## src/rtl/conway_pkg.sv

```systemverilog
// Shared constants, button indices and editor FSM encoding for the Conway board,
// display and cell editor blocks.
package conway_pkg;

  localparam int unsigned BOARD_ROWS = 24;
  localparam int unsigned BOARD_COLS = 32;
  localparam int unsigned ROW_W      = 5;
  localparam int unsigned COL_W      = 5;

  localparam int unsigned NUM_BTNS   = 5;
  localparam int unsigned BTN_UP     = 0;
  localparam int unsigned BTN_DOWN   = 1;
  localparam int unsigned BTN_LEFT   = 2;
  localparam int unsigned BTN_RIGHT  = 3;
  localparam int unsigned BTN_TOGGLE = 4;

  localparam logic [ROW_W-1:0] CUR_ROW_RST = ROW_W'(BOARD_ROWS / 2);
  localparam logic [COL_W-1:0] CUR_COL_RST = COL_W'(BOARD_COLS / 2);
  localparam logic [ROW_W-1:0] ROW_LAST    = ROW_W'(BOARD_ROWS - 1);
  localparam logic [COL_W-1:0] COL_LAST    = COL_W'(BOARD_COLS - 1);

  typedef enum logic [1:0] {
    IDLE    = 2'd0,
    CAPTURE = 2'd1,
    WRITE   = 2'd2
  } editor_state_e;

  // Opposing steps in the same cycle cancel; otherwise wrap at the board edge.
  function automatic logic [ROW_W-1:0] step_row(input logic [ROW_W-1:0] row,
                                                input logic inc, input logic dec);
    logic [ROW_W-1:0] res;
    res = row;
    if (inc && !dec) begin
      res = (row == ROW_LAST) ? '0 : row + 1'b1;
    end else if (dec && !inc) begin
      res = (row == '0) ? ROW_LAST : row - 1'b1;
    end
    return res;
  endfunction

  function automatic logic [COL_W-1:0] step_col(input logic [COL_W-1:0] col,
                                                input logic inc, input logic dec);
    logic [COL_W-1:0] res;
    res = col;
    if (inc && !dec) begin
      res = (col == COL_LAST) ? '0 : col + 1'b1;
    end else if (dec && !inc) begin
      res = (col == '0) ? COL_LAST : col - 1'b1;
    end
    return res;
  endfunction

endpackage

```

## src/rtl/btn_conditioner.sv

```systemverilog
// Per-button debounce with optional hold-to-repeat; emits a one-cycle event on an
// accepted press and on each repeat.
module btn_conditioner #(
  parameter int unsigned DEB_TICKS = 4,
  parameter int unsigned RPT_DELAY = 32,
  parameter int unsigned RPT_RATE  = 8,
  parameter bit          RPT_EN    = 1'b1
) (
  input  logic i_clk,
  input  logic i_reset_n,
  input  logic i_tick,
  input  logic i_btn,
  output logic o_evt
);

  localparam int unsigned DEB_W  = $clog2(DEB_TICKS + 1);
  localparam int unsigned HOLD_W = $clog2(RPT_DELAY + 1);
  localparam logic [DEB_W-1:0]  DEB_LAST    = DEB_W'(DEB_TICKS - 1);
  localparam logic [HOLD_W-1:0] HOLD_LAST   = HOLD_W'(RPT_DELAY - 1);
  localparam logic [HOLD_W-1:0] HOLD_RELOAD = HOLD_W'(RPT_DELAY - RPT_RATE);

  logic              r_state;
  logic [DEB_W-1:0]  r_deb_cnt;
  logic [HOLD_W-1:0] r_hold_cnt;
  logic              r_evt;

  logic w_differs;
  logic w_accept;
  logic w_rpt;

  assign w_differs = (i_btn != r_state);
  assign w_accept  = i_tick && w_differs && (r_deb_cnt == DEB_LAST);
  // Held ticks only count while both the accepted state and the raw sample are high.
  assign w_rpt     = RPT_EN && i_tick && r_state && i_btn && (r_hold_cnt == HOLD_LAST);

  always_ff @(posedge i_clk) begin
    if (!i_reset_n) begin
      r_state    <= 1'b0;
      r_deb_cnt  <= '0;
      r_hold_cnt <= '0;
      r_evt      <= 1'b0;
    end else begin
      r_evt <= (w_accept && i_btn) || w_rpt;
      if (i_tick) begin
        if (!w_differs) begin
          r_deb_cnt <= '0;
        end else if (w_accept) begin
          r_deb_cnt <= '0;
          r_state   <= i_btn;
        end else begin
          r_deb_cnt <= r_deb_cnt + 1'b1;
        end

        if (!r_state || !i_btn || !RPT_EN) begin
          r_hold_cnt <= '0;
        end else if (w_rpt) begin
          r_hold_cnt <= HOLD_RELOAD;
        end else begin
          r_hold_cnt <= r_hold_cnt + 1'b1;
        end
      end
    end
  end

  assign o_evt = r_evt;

endmodule

```

## src/rtl/cell_editor.sv

```systemverilog
// Cursor-driven cell editor: conditions five buttons, moves a wrapping cursor and
// issues single-cell toggle writes over a valid/ready handshake.
module cell_editor
  import conway_pkg::*;
#(
  parameter int unsigned DEB_TICKS   = 4,
  parameter int unsigned RPT_DELAY   = 32,
  parameter int unsigned RPT_RATE    = 8,
  parameter int unsigned BLINK_TICKS = 16
) (
  input  logic             clk,
  input  logic             reset_n,
  input  logic             tick,
  input  logic             edit_en,
  input  logic             btn_up,
  input  logic             btn_down,
  input  logic             btn_left,
  input  logic             btn_right,
  input  logic             btn_toggle,
  output logic [ROW_W-1:0] cur_row,
  output logic [COL_W-1:0] cur_col,
  input  logic             cell_rd,
  output logic             wr_valid,
  input  logic             wr_ready,
  output logic [ROW_W-1:0] wr_row,
  output logic [COL_W-1:0] wr_col,
  output logic             wr_data,
  output logic             cursor_blink
);

  localparam int unsigned BLK_W = $clog2(BLINK_TICKS + 1);
  localparam logic [BLK_W-1:0] BLK_LAST = BLK_W'(BLINK_TICKS - 1);

  logic [NUM_BTNS-1:0] w_btn_raw;
  logic [NUM_BTNS-1:0] w_evt;

  editor_state_e    r_state;
  logic [ROW_W-1:0] r_cur_row;
  logic [COL_W-1:0] r_cur_col;
  logic             r_wr_valid;
  logic [ROW_W-1:0] r_wr_row;
  logic [COL_W-1:0] r_wr_col;
  logic             r_wr_data;
  logic [BLK_W-1:0] r_blink_cnt;
  logic             r_blink;

  assign w_btn_raw = {btn_toggle, btn_right, btn_left, btn_down, btn_up};

  for (genvar g = 0; g < NUM_BTNS; g++) begin : g_btn
    btn_conditioner #(
      .DEB_TICKS (DEB_TICKS),
      .RPT_DELAY (RPT_DELAY),
      .RPT_RATE  (RPT_RATE),
      .RPT_EN    (g != BTN_TOGGLE)
    ) u_cond (
      .i_clk     (clk),
      .i_reset_n (reset_n),
      .i_tick    (tick),
      .i_btn     (w_btn_raw[g]),
      .o_evt     (w_evt[g])
    );
  end

  // Events are honoured only in IDLE with editing enabled; anything else is dropped.
  always_ff @(posedge clk) begin
    if (!reset_n) begin
      r_state    <= IDLE;
      r_cur_row  <= CUR_ROW_RST;
      r_cur_col  <= CUR_COL_RST;
      r_wr_valid <= 1'b0;
      r_wr_row   <= '0;
      r_wr_col   <= '0;
      r_wr_data  <= 1'b0;
    end else begin
      unique case (r_state)
        IDLE: begin
          if (edit_en) begin
            r_cur_row <= step_row(r_cur_row, w_evt[BTN_DOWN], w_evt[BTN_UP]);
            r_cur_col <= step_col(r_cur_col, w_evt[BTN_RIGHT], w_evt[BTN_LEFT]);
            if (w_evt[BTN_TOGGLE]) begin
              r_state <= CAPTURE;
            end
          end
        end
        CAPTURE: begin
          r_wr_row   <= r_cur_row;
          r_wr_col   <= r_cur_col;
          r_wr_data  <= ~cell_rd;
          r_wr_valid <= 1'b1;
          r_state    <= WRITE;
        end
        WRITE: begin
          if (wr_ready) begin
            r_wr_valid <= 1'b0;
            r_state    <= IDLE;
          end
        end
        default: begin
          r_wr_valid <= 1'b0;
          r_state    <= IDLE;
        end
      endcase
    end
  end

  always_ff @(posedge clk) begin
    if (!reset_n) begin
      r_blink_cnt <= '0;
      r_blink     <= 1'b1;
    end else if (tick) begin
      if (r_blink_cnt == BLK_LAST) begin
        r_blink_cnt <= '0;
        r_blink     <= ~r_blink;
      end else begin
        r_blink_cnt <= r_blink_cnt + 1'b1;
      end
    end
  end

  assign cur_row      = r_cur_row;
  assign cur_col      = r_cur_col;
  assign wr_valid     = r_wr_valid;
  assign wr_row       = r_wr_row;
  assign wr_col       = r_wr_col;
  assign wr_data      = r_wr_data;
  assign cursor_blink = r_blink | ~edit_en;

endmodule

```

## config.mk

```make
export PLATFORM = sky130hd
export DESIGN_NAME = cell_editor
export DESIGN_NICKNAME = d
export VERILOG_FILES = /design/src/rtl/conway_pkg.sv /design/src/rtl/btn_conditioner.sv /design/src/rtl/cell_editor.sv
export SDC_FILE = /design/constraint.sdc
export NUM_CORES = 1
export LEC_CHECK = 0
export ABC_AREA = 1
export CELL_PAD_IN_SITES_DETAIL_PLACEMENT = 1
export CELL_PAD_IN_SITES_GLOBAL_PLACEMENT = 2
export CORE_ASPECT_RATIO = 0.9
export CORE_MARGIN = 2
export CORE_UTILIZATION = 30
export DETAILED_ROUTE_END_ITERATION = 12
export HOLD_SLACK_MARGIN = 0.08
export PLACE_DENSITY_LB_ADDON = 0.1
export SLEW_MARGIN = 0
export SYNTH_ARGS = -nofsm -noshare
export SYNTH_HDL_FRONTEND = slang
export SYNTH_HIERARCHICAL = 1
export SYNTH_SLANG_ARGS = --single-unit
```

## constraint.sdc

```tcl
create_clock -name clk -period 1.4 [get_ports clk]
set_input_delay 0.21 -clock clk [delete_from_list [all_inputs] [get_ports clk]]
set_output_delay 0.21 -clock clk [all_outputs]
set_load 0.05 [all_outputs]
```

==> metrics.cfg <==
[floorplanning]
die_h_um=115
placeableCoreArea_um2=13400
dieArea_um2=14700
num_rows=40
start_util_pct=30.8
fp.dieW_um=127
io_pins=34

[hold_path]
hold_end=r_blink_cnt[2]
min_from=tick
hold_class=in2reg
hold_path_depth=4

[cts]
cts_buffer_depth=2
tritoncts=built
path_clk_slew_ns=0.06
postCtsSetupBuffers=0
clkLatencyLatePin_ns=0.34
hold_buffers=0
htreeDepth=3
cts.sinks=79
cts_buffers=9
root_buffer=clkbuf_16

[layout]
nFillCells=1638
drive_above_1_share_pct=25.3
nets=670
area_delta_synth_final_pct=35.0
multi_input_area_um2=2180
finish.instance_area_um2=5560
antenna_cells=0
final_util_pct=41.6
fin_cells=811
seq_area_um2=1600

[critical_path]
rr_worst_depth=7
worst_ep_required_time_ns=1.66
path_cells=ha_4, inv_2, nand2_2, nor2_4, buf_6, o21ai_0, a31oi_1
endpoint_kind=register
worstSetupPathType=reg2reg
cp.arrival_ns=1.61
r2r-start=g_btn[3].u_cond/o_evt
crit_slowest_cell=dfxtp_1
cp-start-kind=register
regToRegSetupSlack_ns=0.04
critPathMaxFanout=5
timing.rr.end=cur_col[2]
crit_path_max_incr_delay_ns=0.39

[global_routing]
grtUsageTotal_pct=15.6
grt_overflow=0
grt_max_degree=24
first_global_vias=3781
grt_pass1_wl_um=18500
antenna_found_initial=0

[timing]
post-route-min-period_ns=1.36
fin_tns_setup_ns=0
tightest_slew_ns=0.417
skew_ns=0.00473
setup_viol=0
fmax_mhz=738
slew_viol_final=0
finalHoldViolCount=0
timing.final.crit_share_pct=96.8
finalWorstSetupSlack_ns=0.0442
maxSlewHeadroom_pct=72.1

[place]
dp.cells=795
post-place-ws_ns=-0.168
hpwl_um=8030
port-buffer-count=33
dpl_cell_area_um2=5120
gp_congestion=0.772

[routing]
vias=3789
vias_per_cell=4.67
wl_um=10600
wl_per_cell_um=13.1
antenna_left=0
first_pass_iters=4
drc=0
drt_iter0_drc=146

[flow_run]
drv_cap=0

[synth]
synth_top_area_share_pct=38.4
synth_seq_cells=79
yosys_warnings=6
syn_nets=601
synth-seq-area-share_pct=38.4
synth_compound_area_share_pct=16.2
synth_area_leader_cell=dfxtp_1
postSynthAreaPerCell_um2=7.23
muxShareOfSynthArea_pct=0
synth-xor-area-share_pct=0.638
synth_cells=569
synthTopCellsByArea=dfxtp_1 38%, nand2_1 13%, a21oi_1 8.3%, ha_1 6.4%, inv_1 6.0%
synth_simple_gate_area_share_pct=27.9
synth_top_family_by_area=simple AND/OR/NAND/NOR gates
ys_types=33
synth_area_um2=4120
synth_fa_ha_area_share_pct=6.38

[pwr]
ir_worst_vdd_uv=628
power_density_nw_per_um2=937
leakagePower_nw=2.29

[outcome]
status=complete, no violations

area by class of cell:
cell class                 instances  area share [%]
clock inverter                     6            1.60
tap                              168            3.78
multi-input combinational        397            39.3
sequential                        79            28.8
inverter                          77            5.61
clock buffer                      10            4.50
timing repair buffer              74            16.4
cell usage after synthesis (all sizes together):
library cell / n
a211oi: 5
a21oi: 78
a31oi: 1
and3: 1
buf: 15
clkbuf: 1
clkinv: 1
dfxtp: 79
ha: 21
inv: 76
nand2: 151
nand3: 32
nand3b: 1
nand4: 14
nor2: 41
nor3: 11
o21a: 4
o21ai: 33
or2: 1
xnor2: 2
xor2: 1
per-layer routing:
metal | share of wire [%] | GRT usage, % | up-vias
met4 | 1.0 | 3.52 | 0
li1 | - | - | 1995
met5 | 0 | 0 | -
met2 | 44 | 24.6 | 39
met1 | 51 | 21.3 | 1745
met3 | 3.4 | 4.47 | 10
worst max path at each step:
stage                          start                            end
4_1_cts                   cur_col[0]                     cur_col[2]
2_1_floorplan             cur_row[0]                     cur_row[1]
3_5_place_dp                 reset_n   g_btn[2].u_cond/r_deb_cnt[0]
5_1_grt                   cur_col[0]                     cur_col[2]
3_3_place_gp                 reset_n  g_btn[3].u_cond/r_hold_cnt[0]
6_report       g_btn[3].u_cond/o_evt                     cur_col[2]
cell families (layout without fill, tap and decap cells):
family / after synthesis / after routing
simple gates: 252 / 252
compound gates: 121 / 121
buf+inv: 93 / 167
flops: 79 / 79
fa+ha+maj: 21 / 21
xor+xnor: 3 / 3
critical path: cells and delay by family (launching register included):
family / cells / cell delay (ns)
DFF: 1 / 0.39
adders and majority gates: 1 / 0.22
buffers and inverters: 2 / 0.18
AOI/OAI and AO/OA: 2 / 0.26
and+or+nand+nor: 2 / 0.22
registers in the layout (all words and copies together), names as in the netlist:
| name | cells |
|---|---|
| g_btn.u_cond/r_hold_cnt | 24 |
| g_btn.u_cond/r_deb_cnt | 15 |
| cur_col | 5 |
| cur_row | 5 |
| g_btn.u_cond/o_evt | 5 |
| g_btn.u_cond/r_state | 5 |
| r_blink_cnt | 5 |
| wr_col | 5 |
| wr_row | 5 |
| r_state | 2 |
| r_blink | 1 |
| wr_data | 1 |
| wr_valid | 1 |
what timing repair did:
action,in CTS,in global routing
gates resized for setup,4,32
pin swaps,2,9
endpoints found under the hold margin,0,0
endpoints found under the setup margin,4,15
through the flow:
step / hold WS, ns / power, mW
2_1_floorplan: 0.299 / 2.48
4_1_cts: 0.289 / 5.31
3_5_place_dp: 0.427 / 2.60
5_1_grt: 0.338 / 5.44
3_3_place_gp: 0.421 / 2.59
6_report: 0.283 / 5.21
cell usage in the layout, fill, tap and decap left out, types with 13 or more instances in the layout:
| cell type | n |
|---|---|
| nor2_1 | 27 |
| buf_4 | 35 |
| a21oi_1 | 66 |
| nand4_1 | 14 |
| ha_1 | 13 |
| nand2_1 | 138 |
| o21ai_0 | 21 |
| inv_1 | 60 |
| buf_12 | 26 |
| nand3_1 | 25 |
| dfxtp_1 | 69 |
where the power goes:
part / switching (mW) / internal [mW]
Sequential: 0.0153 / 2.26
Combinational: 0.158 / 0.109
Clock: 0.983 / 1.68
Note: power is estimated with default switching activity, not from simulation.
